### src/rtl/mux16_rr_arbiter_if.sv
// Request/select/handshake bundle between the round-robin arbiter and the
// requesters plus downstream consumer of the 16-input data mux.
interface mux16_rr_arbiter_if;
  logic [15:0] req;
  logic        out_ready;
  logic [3:0]  sel;
  logic        out_valid;
  logic [15:0] grant;
  logic [15:0] req_ack;
  logic        busy;

  modport master (
    input  req,
    input  out_ready,
    output sel,
    output out_valid,
    output grant,
    output req_ack,
    output busy
  );

  modport slave (
    output req,
    output out_ready,
    input  sel,
    input  out_valid,
    input  grant,
    input  req_ack,
    input  busy
  );
endinterface

### src/rtl/mux16_rr_arbiter.sv
// Round-robin arbiter driving the 4-bit select of a 16-input data mux, with a
// valid/ready handshake toward the consumer and bounded burst continuation.
module mux16_rr_arbiter #(
  parameter int MAX_BURST = 4,
  parameter int BURST_W   = 4
) (
  input  logic               clk,
  input  logic               rst,
  mux16_rr_arbiter_if.master bus
);

  typedef enum logic [0:0] {
    ST_IDLE  = 1'b0,
    ST_GRANT = 1'b1
  } state_t;

  localparam logic [BURST_W-1:0] LAST_BEAT = BURST_W'(MAX_BURST - 1);

  function automatic logic [15:0] onehot16(input logic [3:0] idx);
    onehot16 = 16'h0001 << idx;
  endfunction

  state_t             state_r, state_s;
  logic [3:0]         sel_r, sel_s;
  logic               valid_r, valid_s;
  logic [15:0]        grant_r, grant_s;
  logic               busy_r, busy_s;
  logic [3:0]         ptr_r, ptr_s;
  logic [BURST_W-1:0] cnt_r, cnt_s;
  logic [15:0]        rot_s;
  logic [3:0]         off_s;
  logic [3:0]         winner_s;
  logic               accept_s;

  assign accept_s = valid_r & bus.out_ready;

  // Rotate requests so bit 0 is the current priority pointer, then take the lowest set bit.
  always_comb begin
    rot_s = 16'({bus.req, bus.req} >> ptr_r);
    off_s = 4'd0;
    for (int i = 15; i >= 0; i--) begin
      if (rot_s[i]) begin
        off_s = 4'(i);
      end else begin
        off_s = off_s;
      end
    end
    winner_s = ptr_r + off_s;
  end

  // Next-state and next-output decode.
  always_comb begin
    state_s = state_r;
    sel_s   = sel_r;
    valid_s = valid_r;
    ptr_s   = ptr_r;
    cnt_s   = cnt_r;
    case (state_r)
      ST_IDLE: begin
        if (|bus.req) begin
          state_s = ST_GRANT;
          sel_s   = winner_s;
          valid_s = 1'b1;
          cnt_s   = {BURST_W{1'b0}};
        end else begin
          state_s = ST_IDLE;
        end
      end
      ST_GRANT: begin
        if (accept_s) begin
          // Continue only while the same requester still has a word and the burst budget remains.
          if (bus.req[sel_r] && (cnt_r < LAST_BEAT)) begin
            cnt_s = cnt_r + BURST_W'(1);
          end else begin
            state_s = ST_IDLE;
            valid_s = 1'b0;
            ptr_s   = sel_r + 4'd1;
          end
        end else begin
          state_s = ST_GRANT;
        end
      end
      default: begin
        state_s = ST_IDLE;
        valid_s = 1'b0;
      end
    endcase
    grant_s = valid_s ? onehot16(sel_s) : 16'h0000;
    busy_s  = (state_s == ST_GRANT);
  end

  // State and registered outputs.
  always_ff @(posedge clk) begin
    if (rst) begin
      state_r <= ST_IDLE;
      sel_r   <= 4'd0;
      valid_r <= 1'b0;
      grant_r <= 16'h0000;
      busy_r  <= 1'b0;
      ptr_r   <= 4'd0;
      cnt_r   <= {BURST_W{1'b0}};
    end else begin
      state_r <= state_s;
      sel_r   <= sel_s;
      valid_r <= valid_s;
      grant_r <= grant_s;
      busy_r  <= busy_s;
      ptr_r   <= ptr_s;
      cnt_r   <= cnt_s;
    end
  end

  // The acknowledge must coincide with the accepted beat, so it is decoded from the live handshake.
  assign bus.req_ack   = accept_s ? onehot16(sel_r) : 16'h0000;
  assign bus.sel       = sel_r;
  assign bus.out_valid = valid_r;
  assign bus.grant     = grant_r;
  assign bus.busy      = busy_r;

endmodule

### src/flat_wrapper.sv
// flat-port wrapper written by rule: the top's interface ports become plain ports
module mux16_rr_arbiter_flat 
#(
  parameter int MAX_BURST = 4,
  parameter int BURST_W   = 4
)
  (clk, rst, bus_req, bus_out_ready, bus_sel, bus_out_valid, bus_grant, bus_req_ack, bus_busy);
  mux16_rr_arbiter_if bus_i ();
  input  logic clk;
  input  logic rst;
  input wire logic [$bits(bus_i.req)-1:0] bus_req;
  input wire logic [$bits(bus_i.out_ready)-1:0] bus_out_ready;
  output wire logic [$bits(bus_i.sel)-1:0] bus_sel;
  output wire logic [$bits(bus_i.out_valid)-1:0] bus_out_valid;
  output wire logic [$bits(bus_i.grant)-1:0] bus_grant;
  output wire logic [$bits(bus_i.req_ack)-1:0] bus_req_ack;
  output wire logic [$bits(bus_i.busy)-1:0] bus_busy;
  assign bus_i.req = bus_req;
  assign bus_i.out_ready = bus_out_ready;
  assign bus_sel = bus_i.sel;
  assign bus_out_valid = bus_i.out_valid;
  assign bus_grant = bus_i.grant;
  assign bus_req_ack = bus_i.req_ack;
  assign bus_busy = bus_i.busy;
  mux16_rr_arbiter #(.MAX_BURST(MAX_BURST), .BURST_W(BURST_W)) u_core (.clk(clk), .rst(rst), .bus(bus_i));
endmodule
### config.mk
export PLATFORM = sky130hd
export DESIGN_NAME = mux16_rr_arbiter_flat
export DESIGN_NICKNAME = d
export VERILOG_FILES = /design/src/rtl/mux16_rr_arbiter_if.sv /design/src/rtl/mux16_rr_arbiter.sv /design/src/flat_wrapper.sv
export SDC_FILE = /design/constraint.sdc
export NUM_CORES = 1
export LEC_CHECK = 0
export BUFFER_PORTS_ARGS = -buffer_cell sky130_fd_sc_hd__buf_4
export CAP_MARGIN = 20
export CORE_UTILIZATION = 56
export CTS_CLUSTER_DIAMETER = 50
export DETAILED_ROUTE_END_ITERATION = 6
export GPL_TIMING_DRIVEN = 0
export PLACE_DENSITY_LB_ADDON = 0.1
export SLEW_MARGIN = 15
export SYNTH_ARGS = -nofsm -noshare
export SYNTH_HDL_FRONTEND = slang
export SYNTH_SLANG_ARGS = --single-unit
### constraint.sdc
create_clock -name clk -period 4.45 [get_ports clk]
set_clock_uncertainty 0.1 [all_clocks]
set_input_delay 0.6675 -clock clk [delete_from_list [all_inputs] [get_ports clk]]
set_output_delay 0.6675 -clock clk [all_outputs]
set_load 0.01 [all_outputs]
### Word-level counts from Yosys, hierarchy flattened

Index checks and enable logic that the tools add are counted.

| word-level totals | value |
|---|---|
| register bits | 30 |
| bits in latches | 0 |
| bits in writable memories | 0 |
| bits in read-only memories | 0 |
| bits of input ports | 19 |
| output and inout bits | 38 |
| memories kept | 0 |

| operators by class | value |
|---|---|
| add/sub/neg operators | 3 |
| multiply operators | 0 |
| div/mod/pow operators | 0 |
| $lt $le $gt $ge | 2 |
| equality and inequality tests | 3 |
| shifts and indexed selects | 3 |
| muxes and demuxes | 33 |
| bitwise operators | 4 |
| reduce and logical (&&, ||, !) cells | 5 |

Operators by type and width:

| cell | count |
|---|---|
| 4-bit 2-to-1 mux | 21 |
| 1-bit by 4-bit << shifter with 16-bit output (first input constant) | 2 |
| 32-bit by 4-bit right shift with 16-bit output | 1 |
| 16-bit 2-to-1 mux | 1 |
| 16-bit OR reduction | 1 |
| 4-bit by 1-bit adder with 4-bit output (second input constant) | 2 |
| 4-bit one-hot mux with 2 select lines | 1 |
| 1-bit 2-to-1 mux | 7 |
| 3-bit AND reduction | 2 |
| 4-bit by 5-bit less-than comparator with 1-bit output (second input constant) | 1 |
| 4-bit adder | 1 |
| 1-bit binary-select mux with 4-bit select | 1 |
| 4-bit by 2-bit less-than comparator with 1-bit output (second input constant) | 1 |
| 2-bit inequality test (second input constant) | 2 |
| 1-bit one-hot mux with 2 select lines | 2 |
| 1-bit NOT | 3 |
| 2-bit by 1-bit inequality test with 1-bit output (second input constant) | 1 |
| 2-bit OR reduction | 1 |
| 1-bit AND | 1 |
| 1-bit logical AND | 1 |

### Longest topological paths before layout

| logic depth | value |
|---|---|
| word-level depth | 21 |
| mapped depth | 19 |
| depth with buffers taken out | 15 |

### Least setup slack after synthesis

Ideal clock, no wire load.

| path | value |
|---|---|
| kind | in2reg |
| start | in bus_req[13] |
| end | reg u_core.grant_r[11] (netlist: u_core.bus.grant[11]) |
| setup time | 0.076 ns |
| arrival time | 3.818 ns |
| data required time | 4.274 ns |
| setup slack | 0.457 ns |
| stages on the path | 16 |
| cells stage by stage | mux4_2 -> mux2_4 -> or3_1 -> a41oi_1 -> o311ai_1 -> a31oi_1 -> nor2_1 -> ha_1 -> a21o_1 -> a21oi_1 -> xnor2_1 -> nand2_1 -> o221a_2 -> o211a_1 -> buf_6 -> nor3_2 |

| between the ends | value |
|---|---|
| cells in the longest elaborated chain, start to end | 21 |
| elaborated cells on any way between the ends | 31 |
| classes of those cells | 1 x add/sub; 2 x shift; 24 x mux; 1 x bitwise; 3 x reduce/logical |

RTL lines:

| item | RTL line | source |
|---|---|---|
| start, declared | flat_wrapper.sv:11 | `input wire logic [$bits(bus_i.req)-1:0] bus_req;` |
| 32-bit by 4-bit right shift with 16-bit output | mux16_rr_arbiter.sv:39 | `rot_s = 16'({bus.req, bus.req} >> ptr_r);` |
| 4-bit 2-to-1 mux (16 in a row) | mux16_rr_arbiter.sv:42 | `if (rot_s[i]) begin` |
| 4-bit adder | mux16_rr_arbiter.sv:48 | `winner_s = ptr_r + off_s;` |
| 4-bit 2-to-1 mux | mux16_rr_arbiter.sv:60 | `if (\|bus.req) begin` |
| 4-bit 2-to-1 mux | mux16_rr_arbiter.sv:58 | `case (state_r)` |
| 1-bit by 4-bit << shifter with 16-bit output | mux16_rr_arbiter.sv:20 | `onehot16 = 16'h0001 << idx;` |
| end signal, assigned | mux16_rr_arbiter.sv:106 | `grant_r <= grant_s;` |
| end, declared | mux16_rr_arbiter.sv:26 | `logic [15:0] grant_r, grant_s;` |

Several ways; a longest one is shown, not always the timed one. The select of a mux whose other input is x is not followed.
A chain may end at the register's enable or synchronous reset.

### Worst setup path in the final report

| path | value |
|---|---|
| start | reg u_core.ptr_r[1] |
| end | reg u_core.grant_r[4] (netlist: u_core.bus.grant[4]) |

| between the ends | value |
|---|---|
| cells in the longest elaborated chain, start to end | 21 |

RTL lines:

| item | RTL line | source |
|---|---|---|
| start, declared | mux16_rr_arbiter.sv:28 | `logic [3:0] ptr_r, ptr_s;` |
| start signal, assigned | mux16_rr_arbiter.sv:108 | `ptr_r <= ptr_s;` |
| 32-bit by 4-bit right shift with 16-bit output | mux16_rr_arbiter.sv:39 |  |
| 4-bit 2-to-1 mux (16 in a row) | mux16_rr_arbiter.sv:42 |  |
| 4-bit adder * | mux16_rr_arbiter.sv:48 |  |
| 4-bit 2-to-1 mux * | mux16_rr_arbiter.sv:60 |  |
| 4-bit 2-to-1 mux * | mux16_rr_arbiter.sv:58 |  |
| 1-bit by 4-bit << shifter with 16-bit output * | mux16_rr_arbiter.sv:20 |  |

Mark *: on every way between the ends. The rest lies on a longest branch, timed or not.

==> flow_summary.json <==
{
  "worst_setup_path_start_kind": "flip-flop",
  "groute.usage.overall": 0.308,
  "numCtsBuffers": 5,
  "routed_via_density": 6.43,
  "crit_path_max_fanout": 10,
  "dieArea_mm2": 0.00530,
  "status": "complete, no violations",
  "final_core_util": 0.737,
  "detail_route.drc_violations": 0,
  "dominantRegCellSynth": "sky130_fd_sc_hd__dfxtp_1",
  "gp_congestion": 0.925,
  "antenna_cells_inserted": 0,
  "slew_violations": 0,
  "final-setup-viol-count": 0,
  "timing.max_slew.rel_slack": 0.424,
  "synth_top_area_cell": "sky130_fd_sc_hd__mux4_2",
  "drt-initial-drc-count": 306,
  "power.density_cell_area_mw_per_mm2": 255,
  "wire_per_inst_um": 18.0,
  "layout_min_cycle_time_ps": 4270,
  "top_level_ports": 57,
  "global_route_wire_length_before_repair_um": 12300,
  "worst_ir_drop_vdd_mv": 0.195,
  "die_width_um": 72.8,
  "area_delta_synth_final_pct": 25.7,
  "dp_cells": 427,
  "syn_area_per_cell_um2": 9.24,
  "placeable_area_mm2": 0.00479,
  "initial_cell_density_of_the_core": 0.587,
  "ys_types": 57,
  "routed_wl_um": 7800,
  "sinks_on_the_clock_net": 30,
  "layout_worst_path_cycle_share": 0.959,
  "post_route_cells_drive_above_1_share": 0.357,
  "clock.fmax_mhz": 234,
  "clk_pin_slew_ps": 70,
  "yosys_register_bits": 30,
  "worstPathArrival_ps": 4370,
  "num_vias": 2792,
  "grt_setup_unrepaired": "false",
  "critPathKind": "reg2reg",
  "yosys_warnings": 0,
  "antenna_violations_before_repair": 0,
  "antenna_left": 0,
  "multi_input_comb_area_mm2": 0.00213,
  "synth-async-reset-ratio": 0,
  "p_leak_uw": 0.00136,
  "critPathCaptureType": "flip-flop",
  "report.power.total_uw": 900,
  "dpl.hpwl_um": 5720,
  "instances_no_fill": 434,
  "netlist_instances": 304,
  "cts_setup_buffers": 0,
  "root_buffer": "sky130_fd_sc_hd__clkbuf_8",
  "cap_violations": 0,
  "dr.pass1.iters": 5,
  "hp_class": "reg2reg",
  "timing_worst_slew_pin_value_ps": 861,
  "count_of_hold_fix_buffers_inserted_at_cts": 0,
  "synth_edf_count": 0,
  "final-hold-violation-count": 0,
  "floorplan.rows": 25,
  "worst_skew_pair.late_latency_ps": 290,
  "grt_remaining_overflow": 0,
  "synth_seq_area_share": 0.214,
  "cts_max_level": 2,
  "fin_nets": 396,
  "via_count_of_the_first_global_routing_pass": 2495,
  "cts-root-to-sink-buffers": 2,
  "post_synth_instance_area_mm2": 0.00281,
  "finalSetupTns_ps": 0,
  "die_height_um": 72.8,
  "timing.critical_path.required_ps": 4550,
  "fillerInstances": 373,
  "post_synth_main_area_contributors": "sky130_fd_sc_hd__mux4_2 22%, sky130_fd_sc_hd__dfxtp_1 21%, sky130_fd_sc_hd__mux2i_1 5.0%",
  "sequential_cell_area_um2": 602,
  "reg2reg_setup_slack_ps": 180,
  "synth_top_area_frac": 0.217,
  "post_synth_net_total": 334,
  "tritoncts_clock_tree": "yes",
  "pin_count_of_the_biggest_net_entering_global_routing": 11,
  "place.port_buffers": 56
}
through the flow:
stage | cell area, µm² | worst slack (ps) | hold slack (ps)
after detailed placement | 3310 | -127 | 367
after global placement | 3310 | -11.6 | 365
after floorplan | 2810 | 457 | 354
after CTS | 3460 | 6.53 | 377
final | 3530 | 182 | 375
after global routing | 3530 | 5.79 | 397
layout make-up:
class / instances / share of cell area
inverter: 9 / 0.00957
buffer: 20 / 0.0340
clock inverter: 2 / 0.0170
clock buffer: 6 / 0.0234
tap: 67 / 0.0238
sequential: 30 / 0.171
timing repair buffer: 56 / 0.119
multi-input combinational: 244 / 0.602
cell usage after synthesis, types with 2 or more instances:
library cell	n
sky130_fd_sc_hd__nor4_1	4
sky130_fd_sc_hd__a31oi_1	3
sky130_fd_sc_hd__o21bai_1	2
sky130_fd_sc_hd__and3_1	2
sky130_fd_sc_hd__mux2i_1	14
sky130_fd_sc_hd__xnor2_1	3
sky130_fd_sc_hd__or2_1	3
sky130_fd_sc_hd__o22ai_1	5
sky130_fd_sc_hd__mux4_2	27
sky130_fd_sc_hd__nand2b_1	8
sky130_fd_sc_hd__or3_1	2
sky130_fd_sc_hd__clkbuf_1	14
sky130_fd_sc_hd__nor3_2	8
sky130_fd_sc_hd__inv_1	6
sky130_fd_sc_hd__nor3_1	16
sky130_fd_sc_hd__dfxtp_1	30
sky130_fd_sc_hd__nand3_1	7
sky130_fd_sc_hd__a21oi_1	10
sky130_fd_sc_hd__nor3b_1	2
sky130_fd_sc_hd__buf_2	4
sky130_fd_sc_hd__nor2_1	30
sky130_fd_sc_hd__a41oi_1	2
sky130_fd_sc_hd__nor2b_1	4
sky130_fd_sc_hd__buf_6	2
sky130_fd_sc_hd__clkinv_1	2
sky130_fd_sc_hd__mux2_1	5
sky130_fd_sc_hd__a22oi_1	2
sky130_fd_sc_hd__ha_1	10
sky130_fd_sc_hd__o21ai_0	5
sky130_fd_sc_hd__o211ai_1	5
sky130_fd_sc_hd__nand2_1	29
sky130_fd_sc_hd__mux2_2	5
sky130_fd_sc_hd__or2_2	3
sky130_fd_sc_hd__a211oi_1	3
sky130_fd_sc_hd__a21o_1	4
sky130_fd_sc_hd__o31ai_1	2
worst max-delay path, stage by stage (launching register included):
cell,delay [ps]
sky130_fd_sc_hd__dfxtp_2,360
sky130_fd_sc_hd__buf_6,160
sky130_fd_sc_hd__buf_6,180
sky130_fd_sc_hd__mux4_2,530
sky130_fd_sc_hd__mux2_2,300
sky130_fd_sc_hd__o211ai_1,180
sky130_fd_sc_hd__a41oi_1,160
sky130_fd_sc_hd__o21ai_0,240
sky130_fd_sc_hd__a31oi_1,130
sky130_fd_sc_hd__nor3_1,230
sky130_fd_sc_hd__ha_1,220
sky130_fd_sc_hd__inv_1,60
sky130_fd_sc_hd__fa_1,390
sky130_fd_sc_hd__xnor2_1,170
sky130_fd_sc_hd__mux2i_1,130
sky130_fd_sc_hd__nand2b_1,360
sky130_fd_sc_hd__nor3_1,260
where the power goes:
group | leakage, µW | switching, µW | internal (µW)
sequential | 0.000244 | 7.65 | 278
combinational | 0.00104 | 152 | 117
clock | 0.0000714 | 107 | 239
flip-flops by register name, indices dropped and copies added, names as in the netlist:
register              cells
u_core.cnt_r              4
u_core.ptr_r              4
u_core.bus.out_valid      1
u_core.bus.busy           1
u_core.bus.grant         16
u_core.bus.sel            4
per-layer routing:
metal	vias up	global-route usage	routed length [µm]
met5	-	0	0
met4	0	0.0828	106
met1	1328	0.432	3140
met3	13	0.0649	765
li1	1275	-	-
met2	176	0.486	3790
cell usage in the layout (no fill, tap or decap), types with 6 or more instances in the layout:
cell	Yosys	layout
sky130_fd_sc_hd__ha_1	10	10
sky130_fd_sc_hd__clkbuf_1	14	10
sky130_fd_sc_hd__nand2b_1	8	8
sky130_fd_sc_hd__buf_4	0	57
sky130_fd_sc_hd__nor3_2	8	8
sky130_fd_sc_hd__nor3_1	16	16
sky130_fd_sc_hd__nand2_1	29	28
sky130_fd_sc_hd__clkbuf_8	0	6
sky130_fd_sc_hd__nand3_1	7	7
sky130_fd_sc_hd__nor2_1	30	30
sky130_fd_sc_hd__mux2i_1	14	12
sky130_fd_sc_hd__dfxtp_1	30	29
sky130_fd_sc_hd__mux4_2	27	27
sky130_fd_sc_hd__inv_1	6	6
sky130_fd_sc_hd__a21oi_1	10	9
final timing paths:
| check | startpoint | endpoint | cells after the start |
|---|---|---|---|
| max | u_core.ptr_r[1] | u_core.bus.grant[4] | 16 |
| max reg2reg | u_core.ptr_r[1] | u_core.bus.grant[4] | 16 |
| min | u_core.cnt_r[2] | u_core.cnt_r[2] | 1 |
| min reg2reg | u_core.cnt_r[2] | u_core.cnt_r[2] | 1 |
repair_timing:
action / 4_1_cts / 5_1_grt
gates cloned: 0 / 0
pin swaps: 0 / 3
gates resized for setup: 5 / 22
setup endpoints to repair: 17 / 17
logic make-up (layout without fill, tap and decap cells):
logic type / Yosys count / in the layout / share of synthesized area
AO/OA/AOI/OAI: 56 / 56 / 0.144
adder cells (fa/ha/maj): 11 / 11 / 0.0517
buffers and inverters: 30 / 93 / 0.0472
XOR/XNOR: 3 / 3 / 0.00936
AND/OR/NAND/NOR: 122 / 122 / 0.222
multiplexers: 52 / 52 / 0.312
flip-flops: 30 / 30 / 0.214
(Power assumes the default switching activity.)
